[src/rtl/ram_responder.sv]
// Latency-modelling main-memory responder for the cache RAM port: one request at a time, ack after LATENCY+1 cycles.
// Optional RAM_RESPONDER_STATS_EN adds saturating committed-read/write counters.
module ram_responder #(
    parameter int WIDTH     = 8,
    parameter int RAM_DEPTH = 256,
    parameter int LATENCY   = 3,
    localparam int AW       = $clog2(RAM_DEPTH)
) (
    input  logic             clk,
    input  logic             rst,
    input  logic             req,
    input  logic             we,
    input  logic [AW-1:0]    addr,
    input  logic [WIDTH-1:0] data_in,
    output logic [WIDTH-1:0] data_out,
    output logic             busy,
    output logic             ack
`ifdef RAM_RESPONDER_STATS_EN
    ,
    output logic [15:0]      rd_count,
    output logic [15:0]      wr_count
`endif
);

    // state | meaning
    // IDLE  | waiting for req, request registers hold last request
    // WAIT  | latency down-counter running, access committed when cnt reaches 0
    // DONE  | ack cycle, new requests ignored
    localparam logic [1:0] IDLE = 2'd0;
    localparam logic [1:0] WAIT = 2'd1;
    localparam logic [1:0] DONE = 2'd2;

    localparam logic [3:0] CNT_INIT = 4'(LATENCY - 1);

    logic [1:0]       state_q, state_d;
    logic [3:0]       cnt_q, cnt_d;
    logic             we_q, we_d;
    logic [AW-1:0]    addr_q, addr_d;
    logic [WIDTH-1:0] data_q, data_d;
    logic [WIDTH-1:0] dout_q, dout_d;
    logic [WIDTH-1:0] mem_q [RAM_DEPTH];
    logic             mem_we;
    logic             commit;

    assign commit = (state_q == WAIT) && (cnt_q == 4'd0);

    always_comb begin
        state_d = state_q;
        cnt_d   = cnt_q;
        we_d    = we_q;
        addr_d  = addr_q;
        data_d  = data_q;
        dout_d  = dout_q;
        mem_we  = 1'b0;
        case (state_q)
            IDLE: begin
                if (req) begin
                    we_d    = we;
                    addr_d  = addr;
                    data_d  = data_in;
                    cnt_d   = CNT_INIT;
                    state_d = WAIT;
                end
            end
            WAIT: begin
                if (cnt_q != 4'd0) begin
                    cnt_d = cnt_q - 4'd1;
                end else begin
                    state_d = DONE;
                    if (we_q) mem_we = 1'b1;
                    else      dout_d = mem_q[addr_q];
                end
            end
            DONE:    state_d = IDLE;
            default: state_d = IDLE;
        endcase
    end

    always_ff @(posedge clk) begin
        if (rst) begin
            state_q <= IDLE;
            cnt_q   <= 4'd0;
            we_q    <= 1'b0;
            addr_q  <= '0;
            data_q  <= '0;
            dout_q  <= '0;
        end else begin
            state_q <= state_d;
            cnt_q   <= cnt_d;
            we_q    <= we_d;
            addr_q  <= addr_d;
            data_q  <= data_d;
            dout_q  <= dout_d;
        end
    end

    // Reset re-initialises every word to its own address, which makes read-back tests self-describing.
    always_ff @(posedge clk) begin
        if (rst) begin
            for (int i = 0; i < RAM_DEPTH; i++) mem_q[i] <= WIDTH'(i);
        end else if (mem_we) begin
            mem_q[addr_q] <= data_q;
        end
    end

    assign data_out = dout_q;
    assign busy     = (state_q != IDLE);
    assign ack      = (state_q == DONE);

`ifdef RAM_RESPONDER_STATS_EN
    logic [15:0] rd_count_q, rd_count_d;
    logic [15:0] wr_count_q, wr_count_d;

    always_comb begin
        rd_count_d = rd_count_q;
        wr_count_d = wr_count_q;
        if (commit && !we_q && rd_count_q != 16'hFFFF) rd_count_d = rd_count_q + 16'd1;
        if (commit &&  we_q && wr_count_q != 16'hFFFF) wr_count_d = wr_count_q + 16'd1;
    end

    always_ff @(posedge clk) begin
        if (rst) begin
            rd_count_q <= 16'd0;
            wr_count_q <= 16'd0;
        end else begin
            rd_count_q <= rd_count_d;
            wr_count_q <= wr_count_d;
        end
    end

    assign rd_count = rd_count_q;
    assign wr_count = wr_count_q;
`endif

endmodule

[config.mk]
export PLATFORM = sky130hd
export DESIGN_NAME = ram_responder
export DESIGN_NICKNAME = d
export VERILOG_FILES = /design/src/rtl/ram_responder.sv
export SDC_FILE = /design/constraint.sdc
export NUM_CORES = 2
export LEC_CHECK = 0
export ABC_AREA = 1
export CAP_MARGIN = 30
export CELL_PAD_IN_SITES_DETAIL_PLACEMENT = 0
export CELL_PAD_IN_SITES_GLOBAL_PLACEMENT = 1
export CORE_MARGIN = 2
export CORE_UTILIZATION = 45
export CTS_CLUSTER_DIAMETER = 150
export DETAILED_ROUTE_END_ITERATION = 8
export DONT_BUFFER_PORTS = 1
export PLACE_DENSITY = 0.8
export SYNTH_ARGS = -nofsm -noshare
export SYNTH_HDL_FRONTEND = slang
export SYNTH_SLANG_ARGS = --single-unit
[constraint.sdc]
create_clock -name clk -period 2.7 [get_ports clk]
set_input_delay 0.54 -clock clk [delete_from_list [all_inputs] [get_ports clk]]
set_output_delay 0.54 -clock clk [all_outputs]
set_load 0.01 [all_outputs]
==> summary.md <==
| Metric | Value |
|---|---|
| Routed via count | `75887` |
| Final worst path period share | `0.990` |
| Top post-synthesis cells by area | `edfxtp_1 64%, nand2_1 20%, nor2_1 5.7%` |
| Yosys top cell by area | `edfxtp_1` |
| Setup-failing EPs final | `0` |
| Largest net degree at the start of global routing | `131` |
| First-pass GRT wire length | `448000 µm` |
| Clk Latency, worst-skew pair | `0.88 ns` |
| Initial Util | `0.453` |
| Arrival @ worst endpoint | `3.45 ns` |
| Fin cells | `14119` |
| Max-Cap Viols | `0` |
| Wirelength, routed | `303000 µm` |
| Status | `completed` |
| WHS Endpoint | `addr_q[1]$_SDFFE_PP0P_` |
| Hold Fails Final Rpt | `0` |
| DRC | `0` |
| Placement Cell Area | `106000 µm²` |
| Pre-antenna DRT Iters | `6` |
| Inst Count DP | `13684` |
| Max Buffers Root-to-Sink | `3` |
| Yosys warnings | `0` |
| Most frequent CP cell | `nand2_1` |
| Finished layout cell area | `114000 µm²` |
| Critical-path top delay cell | `dfxtp_4` |
| Class of the worst hold path | `input port to flip-flop` |
| CP Launch Type | `flip-flop` |
| Total track usage | `0.274` |
| IO Pins | `30` |
| H-tree depth | `4` |
| RSZ-0062 raised after global routing | `yes` |
| Final ANT Viol Nets | `0` |
| Total grt overflow | `0` |
| CTS tree | `done` |
| Mapped Avg Cell Area | `9.06 µm²` |
| Worst Max-Slew Pin Slew | `0.914 ns` |
| Smallest setup slack after layout | `0.0259 ns` |
| Post-Syn Area | `96200 µm²` |
| Crit. End Element | `flip-flop` |
| Period minus WS final | `2.67 ns` |
| Fmax | `0.374 GHz` |
| Number of port buffers | `0` |
| Nets | `11136` |
| Vias per cell | `5.37` |
| Pwr dens | `674 nW/µm²` |
| RD Place Congestion | `0.905` |
| Initial antenna violation count | `6` |
| Die area | `217000 µm²` |
| Ratio of cells with drive above 1 in the final layout | `0.162` |
| Area Overhead vs Synth | `18.5%` |
| Top delay family on crit path | `simple AND/OR/NAND/NOR gates` |
| HPWL Detailed | `194000 µm` |
| Crit path required time | `3.48 ns` |
| R2R Path Start | `addr_q[0]$_SDFFE_PP0P_` |
| Lkg Pwr | `0.0423 µW` |
| Most frequent cells in the layout | `5118 x nand2_1, 2048 x edfxtp_1, 1432 x nor2_1, 747 x buf_4, 339 x nand3_1` |
| Synthesis-stage register bit count | `2079` |
| Die Ht | `466 µm` |
| Num Clock Sinks | `2079` |
| Reg2reg setup slack | `0.03 ns` |
| Syn nets | `10644` |
| Synth top area share | `0.639` |
| Relative slew slack | `0.391` |
| Slew Viols, Final | `0` |
| Starting DRT DRC Count | `8257` |
| Total core area | `212000 µm²` |
| Drt wl/cell | `21.4 µm` |
| Setup Skew | `0.0406 ns` |
| Clock slew at reported path FFs | `0.07 ns` |
| Cell Chain, Critical Path | `buf_4 > buf_4 > buf_12 > nand3_1 > nand2_1 > o21ai_0 > buf_4 > nand2_1 > nor2_2 > nor2_1 > nor2_1 > nand2_1 > nand2_1 > nand2_1 > nor2_1 > nor2_1` |
| WP buf/inv | `4` |
| Row Count | `169` |
| R2R depth | `16` |
| Part of the Yosys area used for sequential elements | `0.646` |
| Fill cell count | `19034` |
| Clock root buffer | `clkbuf_16` |
| Post-synth cell types | `25` |
| Die Span X | `466 µm` |
| Via count of the first global-routing pass | `73557` |
| Slowest Stage Delay on Critical Path | `0.40 ns` |
| CTS buffer count | `213` |
| Final Util | `0.537` |
| Commonest non-fill, non-tap cell in the layout | `nand2_1` |
| Reg2reg end | `data_out[3]$_SDFFE_PP0P_` |
| Hold Crit Start | `addr[1]` |
| Syn Inst Count | `10622` |
| Post-place setup slack | `-0.130 ns` |
| Crit-path max FO | `42` |
| Hold Path Depth | `2` |
| Maximum vdd ir drop | `0.780 mV` |
| Crit path kind | `flip-flop to flip-flop` |
==> synth_stat cells, drive strengths merged <==
cell and count:
inv 320, nor2 1659, dfxtp 31, ha 2, buf 250, nand4 130
o21ai 89, clkinv 8, edfxtp 2048, clkbuf 425, a311oi 1, a31oi 1
a21oi 73, nor3 5, nand3 339, nand2 5241
==> how the worst max path moves through the flow <==
stage | start | to | depth (start not counted)
after floorplan | cnt_q[0]$_SDFFE_PP0P_ | mem_q[255][0]$_SDFFCE_PN1P_ | 13
after global placement | addr_q[0]$_SDFFE_PP0P_ | data_out[2]$_SDFFE_PP0P_ | 17
after detailed placement | addr_q[5]$_SDFFE_PP0P_ | mem_q[18][7]$_SDFFCE_PN0P_ | 7
after CTS | cnt_q[0]$_SDFFE_PP0P_ | mem_q[147][2]$_SDFFCE_PN0P_ | 16
after global routing | cnt_q[0]$_SDFFE_PP0P_ | mem_q[131][2]$_SDFFCE_PN0P_ | 17
final | addr_q[0]$_SDFFE_PP0P_ | data_out[3]$_SDFFE_PP0P_ | 16
==> where the power goes <==
| group | internal [µW] | switching, µW |
|---|---|---|
| registers | 35900 | 250 |
| clock network | 16500 | 12900 |
| logic | 3140 | 8180 |
| total | 55500 | 21300 |
==> per-layer routing <==
layer	routed length, µm	global-route usage	vias to the layer above	share of wire
met5	13	0	-	0.000043
met4	12300	0.104	2	0.041
met3	27200	0.0459	573	0.090
met2	143000	0.450	3521	0.47
met1	121000	0.364	36635	0.40
li1	-	-	35156	-
==> layout make-up <==
class,instances,area (µm²),area share
inverters,328,1330,0.0117
diodes,1,2.50,0.0000220
multi-input cells,7540,30500,0.267
clock inverters,138,1280,0.0112
repair buffers,952,9600,0.0842
well taps,2821,3530,0.0310
clock buffers,260,5650,0.0495
flip-flops and latches,2079,62100,0.545
==> metrics by stage <==
stage / hold WS (ns) / setup TNS (ns) / power (µW)
final: 0.149 / 0 / 76900
after global routing: 0.127 / -1.02 / 79000
after CTS: 0.0986 / 0 / 76700
after detailed placement: 0.495 / -1.62 / 47700
after global placement: 0.494 / -0.983 / 47600
after floorplan: 0.449 / 0 / 42600
==> registers in the layout, indices dropped and copies added, names as in the netlist <==
signal,cells
data_out,8
state_q,2
cnt_q,4
we_q,1
mem_q,2048
data_q,8
addr_q,8
==> timing repair <==
item / CTS / global route
setup buffers: 4 / 9
endpoints found under the setup margin: 44 / 1198
cloned: 2 / 5
gates resized for setup: 5 / 185
endpoints found under the hold margin: 22 / 0
pin swaps: 2 / 8
hold buffers: 17 / 0
==> kinds of logic after synthesis <==
| kind of cell | count (synthesis) | synth area share |
|---|---|---|
| AND/OR/NAND/NOR | 7374 | 0.303 |
| buffers and inverters | 1003 | 0.0425 |
| AO/OA/AOI/OAI | 164 | 0.00859 |
| adder cells (fa/ha/maj) | 2 | 0.000260 |
| flip-flops | 2079 | 0.646 |
Note: power is estimated with default switching activity, not from simulation.
